File: config.mk
export PLATFORM = sky130hd
export DESIGN_NAME = mem_port_arbiter
export DESIGN_NICKNAME = d
export VERILOG_FILES = /design/src/rtl/mem_port_arbiter_pkg.sv /design/src/rtl/mem_port_arbiter_grant.sv /design/src/rtl/mem_port_arbiter.sv
export SDC_FILE = /design/constraint.sdc
export NUM_CORES = 1
export LEC_CHECK = 0
export ABC_AREA = 1
export CORE_MARGIN = 1.5
export CORE_UTILIZATION = 48
export CTS_CLUSTER_DIAMETER = 100
export DETAILED_ROUTE_END_ITERATION = 10
export PLACE_DENSITY = 0.86
export SLEW_MARGIN = 30
export SYNTH_ARGS = -nofsm -noshare
export SYNTH_HDL_FRONTEND = slang
export SYNTH_SLANG_ARGS = --single-unit
File: constraint.sdc
create_clock -name clk -period 4.6 [get_ports clk]
set_input_delay 0.92 -clock clk [delete_from_list [all_inputs] [get_ports clk]]
set_output_delay 0.92 -clock clk [all_outputs]
set_load 0.05 [all_outputs]
File: src/rtl/mem_port_arbiter_pkg.sv
// Shared types for the two-port memory arbiter: sequencer states and the
// memory access size codes (also used by the instruction decoder).
package mem_port_arbiter_pkg;

  typedef enum logic [1:0] {
    ST_IDLE  = 2'd0,
    ST_READ  = 2'd1,
    ST_WRITE = 2'd2,
    ST_ACK   = 2'd3
  } arb_state_e;

  localparam logic [1:0] SZ_READ = 2'b00;
  localparam logic [1:0] SZ_BYTE = 2'b01;
  localparam logic [1:0] SZ_HALF = 2'b10;
  localparam logic [1:0] SZ_WORD = 2'b11;

  function automatic logic is_write(input logic [1:0] size);
    return (size != SZ_READ);
  endfunction

endpackage

File: src/rtl/mem_port_arbiter_grant.sv
// Winner select for the two requesters. With ARB_ROUND_ROBIN_EN defined a
// last-grant register alternates between simultaneous requesters; otherwise port 0 has fixed priority.
module mem_arb_grant (
  input  logic clk,
  input  logic rst,
  input  logic req0,
  input  logic req1,
  input  logic grant_stb,
  output logic winner
);

`ifdef ARB_ROUND_ROBIN_EN
  logic last_q;
  logic last_d;

  // Contended requests go to the port not granted last.
  always_comb begin
    if (req0 && req1) begin
      winner = ~last_q;
    end else begin
      winner = ~req0 & req1;
    end
    if (grant_stb) begin
      last_d = winner;
    end else begin
      last_d = last_q;
    end
  end

  // Last-grant register; reset to port 1 so port 0 wins the first contention.
  always_ff @(posedge clk or negedge rst) begin
    if (!rst) begin
      last_q <= 1'b1;
    end else begin
      last_q <= last_d;
    end
  end
`else
  logic unused_rr;
  assign unused_rr = clk ^ rst ^ grant_stb;

  // Fixed priority: port 1 only wins when port 0 is idle.
  always_comb begin
    winner = ~req0 & req1;
  end
`endif

endmodule

File: src/rtl/mem_port_arbiter.sv
// Two-port memory arbiter/sequencer: serialises port 0 and port 1 accesses,
// applies read latency and write-done/timeout, one ack per transaction. Option: ARB_ROUND_ROBIN_EN.
module mem_port_arbiter
  import mem_port_arbiter_pkg::*;
#(
  parameter int WORD_SIZE    = 32,
  parameter int ADDR_WIDTH   = 32,
  parameter int READ_LATENCY = 2,
  parameter int WR_TIMEOUT   = 16
) (
  input  logic                  clk,
  input  logic                  rst,
  input  logic                  req0,
  input  logic                  req1,
  input  logic [1:0]            size0,
  input  logic [1:0]            size1,
  input  logic [ADDR_WIDTH-1:0] addr0,
  input  logic [ADDR_WIDTH-1:0] addr1,
  input  logic [WORD_SIZE-1:0]  wdata0,
  input  logic [WORD_SIZE-1:0]  wdata1,
  output logic                  ack0,
  output logic                  ack1,
  output logic [WORD_SIZE-1:0]  rdata0,
  output logic [WORD_SIZE-1:0]  rdata1,
  output logic                  err0,
  output logic                  err1,
  output logic [ADDR_WIDTH-1:0] mem_address,
  output logic [1:0]            mem_write,
  output logic [WORD_SIZE-1:0]  mem_wdata,
  input  logic [WORD_SIZE-1:0]  mem_rdata,
  input  logic                  mem_done,
  input  logic                  mem_error
);

  localparam logic [31:0] RD_LOAD = 32'(READ_LATENCY - 1);
  localparam logic [31:0] WR_LOAD = 32'(WR_TIMEOUT - 1);

  arb_state_e            state_q, state_d;
  logic                  grant_q, grant_d;
  logic [1:0]            size_q, size_d;
  logic [31:0]           cnt_q, cnt_d;
  logic [ADDR_WIDTH-1:0] mem_address_q, mem_address_d;
  logic [1:0]            mem_write_q, mem_write_d;
  logic [WORD_SIZE-1:0]  mem_wdata_q, mem_wdata_d;
  logic                  ack0_q, ack0_d, ack1_q, ack1_d;
  logic [WORD_SIZE-1:0]  rdata0_q, rdata0_d, rdata1_q, rdata1_d;
  logic                  err0_q, err0_d, err1_q, err1_d;

  logic       winner_s;
  logic       grant_stb_s;
  logic [1:0] sel_size_s;
  logic       fin_s;
  logic       fin_err_s;

  mem_arb_grant u_grant (
    .clk       (clk),
    .rst       (rst),
    .req0      (req0),
    .req1      (req1),
    .grant_stb (grant_stb_s),
    .winner    (winner_s)
  );

  // Sequencer next-state: arbitrate, count read latency, wait for write done, pulse ack.
  always_comb begin
    state_d       = state_q;
    grant_d       = grant_q;
    size_d        = size_q;
    cnt_d         = cnt_q;
    mem_address_d = mem_address_q;
    mem_write_d   = mem_write_q;
    mem_wdata_d   = mem_wdata_q;
    rdata0_d      = rdata0_q;
    rdata1_d      = rdata1_q;
    err0_d        = err0_q;
    err1_d        = err1_q;
    ack0_d        = 1'b0;
    ack1_d        = 1'b0;
    grant_stb_s   = 1'b0;
    sel_size_s    = winner_s ? size1 : size0;
    fin_s         = 1'b0;
    fin_err_s     = 1'b0;
    case (state_q)
      ST_IDLE: begin
        if (req0 || req1) begin
          grant_stb_s   = 1'b1;
          grant_d       = winner_s;
          size_d        = sel_size_s;
          mem_address_d = winner_s ? addr1 : addr0;
          mem_wdata_d   = winner_s ? wdata1 : wdata0;
          if (is_write(sel_size_s)) begin
            state_d     = ST_WRITE;
            mem_write_d = sel_size_s;
            cnt_d       = WR_LOAD;
          end else begin
            state_d     = ST_READ;
            mem_write_d = SZ_READ;
            cnt_d       = RD_LOAD;
          end
        end else begin
          state_d = ST_IDLE;
        end
      end
      ST_READ: begin
        if (cnt_q == 32'd0) begin
          fin_s     = 1'b1;
          fin_err_s = mem_error;
          if (grant_q) begin
            rdata1_d = mem_rdata;
          end else begin
            rdata0_d = mem_rdata;
          end
        end else begin
          cnt_d = cnt_q - 32'd1;
        end
      end
      ST_WRITE: begin
        // A done that lands on the timeout clock still counts as done.
        if (mem_done || (cnt_q == 32'd0)) begin
          fin_s       = 1'b1;
          fin_err_s   = mem_done ? mem_error : 1'b1;
          mem_write_d = SZ_READ;
        end else begin
          cnt_d       = cnt_q - 32'd1;
          mem_write_d = size_q;
        end
      end
      ST_ACK: begin
        state_d = ST_IDLE;
      end
      default: begin
        state_d     = ST_IDLE;
        mem_write_d = SZ_READ;
      end
    endcase
    if (fin_s) begin
      state_d = ST_ACK;
      if (grant_q) begin
        ack1_d = 1'b1;
        err1_d = fin_err_s;
      end else begin
        ack0_d = 1'b1;
        err0_d = fin_err_s;
      end
    end else begin
      ack0_d = 1'b0;
      ack1_d = 1'b0;
    end
  end

  // State and output registers; reset drops mem_write immediately.
  always_ff @(posedge clk or negedge rst) begin
    if (!rst) begin
      state_q       <= ST_IDLE;
      grant_q       <= 1'b0;
      size_q        <= SZ_READ;
      cnt_q         <= 32'd0;
      mem_address_q <= '0;
      mem_write_q   <= SZ_READ;
      mem_wdata_q   <= '0;
      ack0_q        <= 1'b0;
      ack1_q        <= 1'b0;
      rdata0_q      <= '0;
      rdata1_q      <= '0;
      err0_q        <= 1'b0;
      err1_q        <= 1'b0;
    end else begin
      state_q       <= state_d;
      grant_q       <= grant_d;
      size_q        <= size_d;
      cnt_q         <= cnt_d;
      mem_address_q <= mem_address_d;
      mem_write_q   <= mem_write_d;
      mem_wdata_q   <= mem_wdata_d;
      ack0_q        <= ack0_d;
      ack1_q        <= ack1_d;
      rdata0_q      <= rdata0_d;
      rdata1_q      <= rdata1_d;
      err0_q        <= err0_d;
      err1_q        <= err1_d;
    end
  end

  assign ack0        = ack0_q;
  assign ack1        = ack1_q;
  assign rdata0      = rdata0_q;
  assign rdata1      = rdata1_q;
  assign err0        = err0_q;
  assign err1        = err1_q;
  assign mem_address = mem_address_q;
  assign mem_write   = mem_write_q;
  assign mem_wdata   = mem_wdata_q;

endmodule

==> metrics <==
mean post-synth cell area=8.15 um2; vias per cell=5.27; highest routed layer=met5; r2r startpoint=cnt_q[0]$_DFFE_PN0P_; synthesized instance count=roughly 1,000; site row count=47; Critical path buffers and inverters=1; Post-synth top cells=nand2_1, dfrtp_1, o21ai_0; CP Max Fanout=2; Final Util=a little over 70%; Overflow after GRT=0; P per Cell Area=approximately 730 nW/um2; Clock Sinks=~170; post-CTS resize count=0; worst reg-to-reg setup slack=2180 ps; largest net degree at the start of global routing=92; Starting Density=between 40 and 50%; routability cong.=0.892; Detailed Route WL=24,100 um; Synth area leaders=dfrtp_1, nand2_1, o21ai_0, nor2_1, o21ai_1; Clock Tree Root=clkbuf_16; leak pwr=approximately 5.5 nW; Worst Tran Pin Value=861 ps; register area share after synthesis=between 50% and 60%; met3 routed WL=approximately 2000 um; DP Worst Slack=around 1700 ps; final setup vio count=0; antenna violations before repair=4; Layout area overhead=46.7%; Synth Flop Type=dfrtp_1; total number of vias=7,879; area leader, netlist=dfrtp_1; FF+latch count, synth=~170; ys async rst share=100%; Unique masters post-synth=33; crit path setup slack, layout=2020 ps; Met2 Routed Length=roughly 12,000 um; All-Layer GR Usage=roughly 28%; Syn. warnings=0; VDD IR-drop max=roughly 0.00052 V; share of cells above drive strength 1=under 10%; Mapped Area=~8000 um2; dpl hpwl=approximately 17,000 um; Syn Nets=~1,200; Max Freq=0.388 GHz; CP endpoint kind=primary output; status=completed; Residual DRC=0; H-Tree Depth=4; number of cells on the critical path=1; worst skew pair latency=around 440 ps; placed insts=around 1,500; setup_tns=0 ps; clk_skew=around 15 ps; vias in the first global route=between 7,000 and 8,000; CTS tree=built; Setup crit start=mem_wdata[25]$_DFFE_PN0P_; reg2reg path depth=9; Num CTS Buffers=17; die area=17,500 um2; Nets=around 1,400; Max Buffers Root-to-Sink=2; crit start category=flop; met1 wire length=8830 um; Hold-fix buffers, CTS=0; chip width=between 100 and 150 um; required time worst endpoint=between 3000 and 4000 ps; I/O pin count=roughly 300; endpoints failing hold=0; Arr. time, crit path=between 1500 and 2000 ps; initial DRC count=~530; RSZ-0062 raised after global routing=no; end of the critical path=mem_wdata[25]; kind of critical path=flop to primary output; Overall Power=around 0.0086 W; Reg clk slew, reported paths=about 70 ps; Final period util=56.1%; DR pass1 iterations=6; core area=roughly 16,000 um2; non-filler instance count after layout=roughly 1,500; max_cap viols=0; number of flops mapped to enable cells by yosys=0; IO buf count=just over 300; first-pass GRT wire length=38,900 um; most frequent cell after synthesis=nand2_1; Final ANT Viol Nets=0; cell at the slowest stage of the critical path=clkdlybuf4s50_1; Worst path max stage delay=roughly 850 ps; routed len/inst=16.1 um; fin. max-slew vios=0; Slew HR=between 40% and 50%; critical-path cell list=clkdlybuf4s50_1; Final min period=2580 ps; HP Class=flop to flop; capture point of the worst reg-to-reg path=rdata1[12]$_DFFE_PN0P_; Post-CTS Repair Setup Buffers=0; Crit path max-delay family=buffers and inverters; top cell type's share of synthesized area=approximately 53%; Die Ht=132 um
-- logic make-up after synthesis --
group	synth area share (%)
AOI/OAI and AO/OA	16.0
xor gates and xnor gates	0.875
adders and majority gates	0.782
buffers and inverters	5.86
DFF	53.5
and+or+nand+nor	23.0
-- cell type report --
cell class | instances | area, um2
clock inverters | 15 | 166
repair buffers | 308 | 3080
fillers | 1191 | 4670
inverters | 62 | 235
well taps | 220 | 275
flip-flops and latches | 171 | 4280
multi-input cells | 700 | 3270
clock buffers | 17 | 425
diodes | 3 | 7.51
-- flip-flops by register name, indices dropped and copies added (netlist names) --
name	count
ack0	1
mem_address	32
ack1	1
size_q	2
err1	1
rdata1	32
grant_q	1
state_q	2
mem_wdata	32
mem_write	2
rdata0	32
err0	1
cnt_q	32
-- report_power, final --
part | switching, W | internal [W] | leakage [nW] | total (W)
combinational | 0.00324 | 0.00153 | 3.22 | 0.00477
sequential | 0.000366 | 0.00205 | 1.95 | 0.00241
clock | 0.000692 | 0.000729 | 0.286 | 0.00142
total | 0.00429 | 0.00431 | 5.46 | 0.00860
-- placed cells by master, fill, tap and decap left out, types with 2 or more instances in the layout --
cell | netlist | routed
clkdlybuf4s50_1 | 0 | 302
nand2_1 | 239 | 238
dfrtp_1 | 171 | 171
o21ai_0 | 157 | 157
nor2_1 | 127 | 126
o21ai_1 | 77 | 77
inv_1 | 61 | 61
nand3_1 | 31 | 31
or2_2 | 19 | 19
clkbuf_16 | 0 | 17
xor2_1 | 8 | 8
nand4_1 | 7 | 7
inv_6 | 0 | 6
ha_1 | 5 | 5
nand2_2 | 3 | 4
clkinv_8 | 0 | 4
buf_4 | 2 | 4
diode_2 | 0 | 3
nor2_2 | 3 | 3
nor2_4 | 2 | 3
a21oi_1 | 3 | 3
nand3_4 | 3 | 3
o21ai_2 | 3 | 3
a31oi_1 | 2 | 2
o21bai_1 | 2 | 2
a31o_2 | 2 | 2
-- worst min-delay path by stage --
stage                         startpoint                         to  cells past startpoint
2_1_floorplan      size_q[1]$_DFFE_PN0P_      size_q[1]$_DFFE_PN0P_                      2
3_3_place_gp            err0$_DFFE_PN0P_           err0$_DFFE_PN0P_                      2
3_5_place_dp            err1$_DFFE_PN0P_           err1$_DFFE_PN0P_                      2
4_1_cts                 err1$_DFFE_PN0P_           err1$_DFFE_PN0P_                      2
5_1_grt        mem_wdata[17]$_DFFE_PN0P_  mem_wdata[17]$_DFFE_PN0P_                      2
6_report                err1$_DFFE_PN0P_           err1$_DFFE_PN0P_                      2
-- per-stage QoR --
step                cell area [um2]  hold slack [ps]
floorplan                      8000              454
global route                  11700              499
global placement              11100              458
CTS                           11700              485
finish                        11700              479
detailed placement            11100              467
-- routing by layer --
metal | vias to the layer above | GRT usage, %
met1 | 3726 | 30.4
met3 | 98 | 10.2
li1 | 3750 | -
met4 | 2 | 16.2
met2 | 303 | 48.0
met5 | - | 0
Power figures use the tool's default switching activity.
